### src/rtl/wb_spram16_if.sv
// ---------------------------------------------------------------------------
// Module   : wb_spram16_if
// Purpose  : Wishbone bus bundle between the RAM arbiter and wb_spram16.
// Revision : 1.0
// ---------------------------------------------------------------------------
`default_nettype none

interface wb_spram16_if #(
    parameter int WIDTH = 10
);
    logic             wb_cyc;
    logic             wb_we;
    logic [3:0]       wb_sel;
    logic [WIDTH-1:0] wb_adr;
    logic [31:0]      wb_dat;
    logic             wb_ack;
    logic [31:0]      wb_rdt;

    modport master (
        output wb_cyc, wb_we, wb_sel, wb_adr, wb_dat,
        input  wb_ack, wb_rdt
    );

    modport slave (
        input  wb_cyc, wb_we, wb_sel, wb_adr, wb_dat,
        output wb_ack, wb_rdt
    );
endinterface

`default_nettype wire

### src/rtl/wb_spram16.sv
// ---------------------------------------------------------------------------
// Module   : wb_spram16
// Purpose  : Wishbone slave splitting 32-bit accesses into two halfword SPRAM
//            accesses (low half first) with single-cycle ack.
// Revision : 1.0
// ---------------------------------------------------------------------------
`default_nettype none

module wb_spram16 #(
    parameter int WIDTH = 10
) (
    input  wire logic         wb_clk,
    input  wire logic         wb_rst_n,
    wb_spram16_if.slave       bus,
    output logic              m_en,
    output logic              m_we,
    output logic [3:0]        m_mask,
    output logic [WIDTH:0]    m_adr,
    output logic [15:0]       m_wdat,
    input  wire logic [15:0]  m_rdat
);

    typedef enum logic [2:0] {
        S_IDLE = 3'd0,
        S_LO   = 3'd1,
        S_HI   = 3'd2,
        S_RD   = 3'd3,
        S_ACK  = 3'd4
    } state_e;

    state_e           state_q;
    logic [WIDTH-1:0] adr_q;
    logic [31:0]      dat_q;
    logic [3:0]       sel_q;
    logic             we_q;
    logic             cyc_q;
    logic [31:0]      rdt_q;

    // cyc_q tracks whether the master stayed in the cycle; it gates the ack only,
    // the memory sequence always runs to completion once started.
    always_ff @(posedge wb_clk or negedge wb_rst_n) begin
        if (!wb_rst_n) begin
            state_q <= S_IDLE;
            adr_q   <= '0;
            dat_q   <= '0;
            sel_q   <= '0;
            we_q    <= 1'b0;
            cyc_q   <= 1'b0;
            rdt_q   <= '0;
        end else begin
            case (state_q)
                S_IDLE: begin
                    if (bus.wb_cyc) begin
                        adr_q   <= bus.wb_adr;
                        dat_q   <= bus.wb_dat;
                        sel_q   <= bus.wb_sel;
                        we_q    <= bus.wb_we;
                        cyc_q   <= 1'b1;
                        state_q <= S_LO;
                    end
                end
                S_LO: begin
                    if (!bus.wb_cyc) cyc_q <= 1'b0;
                    state_q <= S_HI;
                end
                S_HI: begin
                    if (!bus.wb_cyc) cyc_q <= 1'b0;
                    if (!we_q) rdt_q[15:0] <= m_rdat;
                    state_q <= we_q ? S_ACK : S_RD;
                end
                S_RD: begin
                    if (!bus.wb_cyc) cyc_q <= 1'b0;
                    rdt_q[31:16] <= m_rdat;
                    state_q      <= S_ACK;
                end
                S_ACK: begin
                    state_q <= S_IDLE;
                end
                default: begin
                    state_q <= S_IDLE;
                end
            endcase
        end
    end

    logic       w_lo;
    logic       w_hi;
    logic [1:0] w_half_sel;

    assign w_lo       = (state_q == S_LO);
    assign w_hi       = (state_q == S_HI);
    assign w_half_sel = w_hi ? sel_q[3:2] : sel_q[1:0];

    // Mask pairs: [3:2] cover the low byte, [1:0] the high byte of the halfword.
    assign m_en   = (w_lo | w_hi) & (~we_q | (|w_half_sel));
    assign m_we   = m_en & we_q;
    assign m_adr  = (w_lo | w_hi) ? {adr_q, w_hi} : '0;
    assign m_wdat = m_en ? (w_hi ? dat_q[31:16] : dat_q[15:0]) : 16'h0000;
    assign m_mask = m_en ? {{2{w_half_sel[0]}}, {2{w_half_sel[1]}}} : 4'h0;

    assign bus.wb_ack = (state_q == S_ACK) & cyc_q;
    assign bus.wb_rdt = (bus.wb_ack & ~we_q) ? rdt_q : 32'h0;

endmodule

`default_nettype wire
### src/flat_wrapper.sv
// flat-port wrapper written by rule: the top's interface ports become plain ports
module wb_spram16_flat 
#(
    parameter int WIDTH = 10
)
  (wb_clk, wb_rst_n, m_en, m_we, m_mask, m_adr, m_wdat, m_rdat, bus_wb_cyc, bus_wb_we, bus_wb_sel, bus_wb_adr, bus_wb_dat, bus_wb_ack, bus_wb_rdt);
  wb_spram16_if #(.WIDTH(WIDTH)) bus_i ();
  input  wire logic wb_clk;
  input  wire logic wb_rst_n;
  output logic m_en;
  output logic m_we;
  output logic [3:0] m_mask;
  output logic [WIDTH:0] m_adr;
  output logic [15:0] m_wdat;
  input  wire logic [15:0] m_rdat;
  input wire logic [$bits(bus_i.wb_cyc)-1:0] bus_wb_cyc;
  input wire logic [$bits(bus_i.wb_we)-1:0] bus_wb_we;
  input wire logic [$bits(bus_i.wb_sel)-1:0] bus_wb_sel;
  input wire logic [$bits(bus_i.wb_adr)-1:0] bus_wb_adr;
  input wire logic [$bits(bus_i.wb_dat)-1:0] bus_wb_dat;
  output wire logic [$bits(bus_i.wb_ack)-1:0] bus_wb_ack;
  output wire logic [$bits(bus_i.wb_rdt)-1:0] bus_wb_rdt;
  assign bus_i.wb_cyc = bus_wb_cyc;
  assign bus_i.wb_we = bus_wb_we;
  assign bus_i.wb_sel = bus_wb_sel;
  assign bus_i.wb_adr = bus_wb_adr;
  assign bus_i.wb_dat = bus_wb_dat;
  assign bus_wb_ack = bus_i.wb_ack;
  assign bus_wb_rdt = bus_i.wb_rdt;
  wb_spram16 #(.WIDTH(WIDTH)) u_core (.wb_clk(wb_clk), .wb_rst_n(wb_rst_n), .bus(bus_i), .m_en(m_en), .m_we(m_we), .m_mask(m_mask), .m_adr(m_adr), .m_wdat(m_wdat), .m_rdat(m_rdat));
endmodule
### config.mk
export PLATFORM = sky130hd
export DESIGN_NAME = wb_spram16_flat
export DESIGN_NICKNAME = d
export VERILOG_FILES = /design/src/rtl/wb_spram16_if.sv /design/src/rtl/wb_spram16.sv /design/src/flat_wrapper.sv
export SDC_FILE = /design/constraint.sdc
export NUM_CORES = 1
export LEC_CHECK = 0
export CORE_UTILIZATION = 35
export DETAILED_ROUTE_END_ITERATION = 6
export DONT_BUFFER_PORTS = 1
export GPL_TIMING_DRIVEN = 1
export SLEW_MARGIN = 20
export SYNTH_ARGS = -nofsm -noshare
export SYNTH_HDL_FRONTEND = slang
export SYNTH_SLANG_ARGS = --single-unit
### constraint.sdc
create_clock -name wb_clk -period 2.95 [get_ports wb_clk]
set_clock_uncertainty 0.2 [all_clocks]
set_input_delay 0.885 -clock wb_clk [delete_from_list [all_inputs] [get_ports wb_clk]]
set_output_delay 0.885 -clock wb_clk [all_outputs]
set_load 0.1 [all_outputs]
==> impl_metrics.prom <==
# TYPE chip_impl_metric gauge
chip_impl_info{name="ys_top_cells_by_area",value="sky130_fd_sc_hd__dfrtp_1, sky130_fd_sc_hd__mux2_2, sky130_fd_sc_hd__and2_1"} 1
chip_impl_metric{name="synthDominantCellAreaShare",unit="%"} 52.90
chip_impl_metric{name="drc_viols",unit=""} 0
chip_impl_metric{name="die_width",unit="um"} 107.9
chip_impl_metric{name="hpwl_after_dpl",unit="um"} 6330
chip_impl_metric{name="max_clock_freq",unit="MHz"} 328.8
chip_impl_metric{name="antenna_found_initial",unit=""} 0
chip_impl_metric{name="report.final.setup_viol",unit=""} 50
chip_impl_metric{name="globalRouteMet3Util",unit="%"} 6.598
chip_impl_info{name="worst_setup_path_class",value="reg -> out"} 1
chip_impl_metric{name="design.final.nets",unit=""} 450
chip_impl_metric{name="slew_headroom",unit="%"} 60.48
chip_impl_metric{name="hold_violations",unit=""} 0
chip_impl_metric{name="grt_first_pass_wirelength",unit="um"} 15020
chip_impl_metric{name="preCtsSetupSlack",unit="ns"} 0.2156
chip_impl_metric{name="port_buffers",unit=""} 0
chip_impl_metric{name="vias_per_cell",unit=""} 4.926
chip_impl_info{name="ctsRootBufferMaster",value="sky130_fd_sc_hd__clkbuf_8"} 1
chip_impl_metric{name="timing_worst_slew_pin_value",unit="ns"} 0.5927
chip_impl_info{name="status",value="complete, but fails checks"} 1
chip_impl_metric{name="globalRouteMet1Util",unit="%"} 20.28
chip_impl_metric{name="post_syn_area",unit="um^2"} 3926
chip_impl_metric{name="ant_nets",unit=""} 0
chip_impl_metric{name="overflow",unit=""} 0
chip_impl_metric{name="detail_route.first_pass.iterations",unit=""} 4
chip_impl_info{name="synth_most_common_cell",value="sky130_fd_sc_hd__dfrtp_1"} 1
chip_impl_info{name="synth_top_cells_by_count",value="sky130_fd_sc_hd__dfrtp_1, sky130_fd_sc_hd__mux2_2, sky130_fd_sc_hd__and2_1"} 1
chip_impl_metric{name="syn-mean-instance-area",unit="um^2"} 13.54
chip_impl_metric{name="synth_warnings",unit=""} 0
chip_impl_metric{name="crit_arrival",unit="ns"} 1.96
chip_impl_metric{name="post_synth_inst_count",unit=""} 290
chip_impl_metric{name="cts_made_buffers",unit=""} 9
chip_impl_metric{name="final_slew_violations",unit=""} 0
chip_impl_metric{name="drt-initial-drc-count",unit=""} 48
chip_impl_metric{name="synth-seq-cells",unit=""} 83
chip_impl_metric{name="design.die.area",unit="um^2"} 11650
chip_impl_metric{name="grt_start_max_net_pins",unit=""} 40
chip_impl_metric{name="crit_required",unit="ns"} 1.87
chip_impl_metric{name="clock_path_buffers",unit=""} 2
chip_impl_metric{name="regToRegSetupSlack",unit="ns"} 0.86
chip_impl_metric{name="clock_latency",unit="ns"} 0.35
chip_impl_metric{name="route.vias.total",unit=""} 2606
chip_impl_metric{name="finalCriticalPeriod",unit="ns"} 3.042
chip_impl_metric{name="cts_htree_levels",unit=""} 3
chip_impl_info{name="violated_checks",value="negative setup slack"} 1
chip_impl_metric{name="postSynth.asyncResetShare",unit="%"} 100.0
chip_impl_metric{name="num_io_pins",unit=""} 132
chip_impl_metric{name="area_growth_synth_to_finish",unit="%"} 60.10
chip_impl_info{name="tritoncts",value="built"} 1
chip_impl_metric{name="ant_diodes",unit=""} 0
chip_impl_metric{name="gp_congestion",unit=""} 0.7635
chip_impl_info{name="most_frequently_used_flop_master_after_synthesis",value="sky130_fd_sc_hd__dfrtp_1"} 1
chip_impl_metric{name="critical_path_peak_fanout",unit=""} 9
chip_impl_metric{name="die_height",unit="um"} 107.9
chip_impl_info{name="crit_path_start_kind",value="register"} 1
chip_impl_metric{name="number_of_global_route_vias_before_repair",unit=""} 2851
chip_impl_metric{name="tritoncts_num_sinks",unit=""} 83
chip_impl_info{name="end_kind",value="output pin"} 1
chip_impl_metric{name="met2_resource_use_gr",unit="%"} 29.26
chip_impl_metric{name="synth.net_count",unit=""} 356
chip_impl_info{name="hp-class",value="in -> async"} 1
chip_impl_metric{name="routed_wl",unit="um"} 9761
chip_impl_metric{name="cap_violations",unit=""} 0
chip_impl_metric{name="routedWlPerCell",unit="um"} 18.45
chip_impl_metric{name="cts.reportedPaths.clkPinSlew",unit="ns"} 0.08
chip_impl_metric{name="layout-drive-gt1-share",unit="%"} 67.87
chip_impl_info{name="rsz0062_at_grt",value="true"} 1
chip_impl_info{name="globalRoute.busiestLayer",value="met2"} 1
chip_impl_info{name="synth_top_area_cell",value="sky130_fd_sc_hd__dfrtp_1"} 1
chip_impl_metric{name="fp-row-count",unit=""} 38
chip_impl_metric{name="share_of_the_yosys_chip_area_belonging_to_registers",unit="%"} 52.90
chip_impl_metric{name="post-route-worst-setup-slack",unit="ns"} -0.09163
chip_impl_metric{name="start_util",unit="%"} 36.06
chip_impl_metric{name="synth-edff-count",unit=""} 0
chip_impl_metric{name="layout_worst_path_cycle_share",unit="%"} 103.1
chip_impl_metric{name="grtUsageTotal",unit="%"} 17.39
chip_impl_metric{name="synthDistinctLibCells",unit=""} 28
chip_impl_metric{name="fp.coreArea",unit="um^2"} 10890
flip-flops by register name, summed over array words and instances, names as in the netlist:
name,count
u_core.dat_q,32
u_core.rdt_q,32
u_core.adr_q,10
u_core.sel_q,4
u_core.state_q,3
u_core.cyc_q,1
u_core.we_q,1
metrics by stage:
stage | TNS, ns | area [um^2] | hold WS, ns | utilization, % | instances
2_1_floorplan | -6.896 | 4153 | 0.2703 | - | 290
3_3_place_gp | 0 | 5662 | 0.2793 | 52.00 | 486
3_5_place_dp | 0 | 5662 | 0.2872 | 52.00 | 486
4_1_cts | -4.225 | 6140 | 0.0007236 | 56.39 | 522
5_1_grt | -6.572 | 6286 | 0.1509 | 57.73 | 529
6_report | -2.004 | 6286 | 0.1604 | 57.73 | 529
per-layer routing:
metal / vias up / share of wire, %
met5: - / 0
met4: 0 / 1.3
met3: 12 / 7.5
met2: 75 / 53
met1: 1324 / 39
li1: 1195 / -
path summary, 6_finish.rpt:
path                              startpoint                to  cells after the start
max reg2reg                u_core.state_q[2]  u_core.rdt_q[12]                      6
max in group asynchronous           wb_rst_n   u_core.rdt_q[2]                      1
min in group wb_clk          u_core.adr_q[3]   u_core.adr_q[3]                      1
min                                 wb_rst_n  u_core.rdt_q[11]                      1
max                        u_core.state_q[0]         m_wdat[5]                      6
min reg2reg                  u_core.adr_q[3]   u_core.adr_q[3]                      1
cell usage in the layout, fill, tap and decap left out, types with 3 or more instances in the layout:
| cell type | instances |
|---|---|
| sky130_fd_sc_hd__a211oi_4 | 18 |
| sky130_fd_sc_hd__and2_1 | 10 |
| sky130_fd_sc_hd__and2_2 | 5 |
| sky130_fd_sc_hd__and2_4 | 27 |
| sky130_fd_sc_hd__buf_12 | 70 |
| sky130_fd_sc_hd__buf_4 | 17 |
| sky130_fd_sc_hd__buf_6 | 13 |
| sky130_fd_sc_hd__clkbuf_8 | 12 |
| sky130_fd_sc_hd__dfrtp_1 | 82 |
| sky130_fd_sc_hd__mux2_2 | 78 |
| sky130_fd_sc_hd__mux2i_1 | 17 |
| sky130_fd_sc_hd__nand2b_1 | 3 |
| sky130_fd_sc_hd__nor2_1 | 3 |
layout make-up:
cell class                 instances  area [um^2]
inverter                           2        7.507
sequential                        83         2078
clock inverter                     4        47.55
timing repair buffer             105         1780
tap                              140        175.2
multi-input combinational        183         2032
fill                             870         4602
clock buffer                      12        165.2
cell families after synthesis:
| logic type | Yosys count | synth area share, % |
|---|---|---|
| DFF | 83 | 52.90 |
| buffers and inverters | 24 | 3.728 |
| AOI/OAI and AO/OA | 27 | 6.342 |
| muxes | 96 | 26.96 |
| and+or+nand+nor | 60 | 10.07 |
worst max-delay path: stages (launching register included):
cell and delay (ns):
sky130_fd_sc_hd__dfrtp_1 0.44, sky130_fd_sc_hd__and2b_2 0.30, sky130_fd_sc_hd__a22oi_4 0.10, sky130_fd_sc_hd__buf_12 0.16
sky130_fd_sc_hd__buf_4 0.14, sky130_fd_sc_hd__a211oi_4 0.26, sky130_fd_sc_hd__buf_12 0.21
repair_timing:
item,CTS,global route
setup buffers,16,3
resized for setup,11,42
setup endpoints to repair,62,64
pin swaps,11,12
hold buffers,2,1
endpoints found under the hold margin,38,37
cloned,2,4
Power is not shown: default switching activity piles up to over one toggle a cycle in this logic, so the estimate is an artifact.
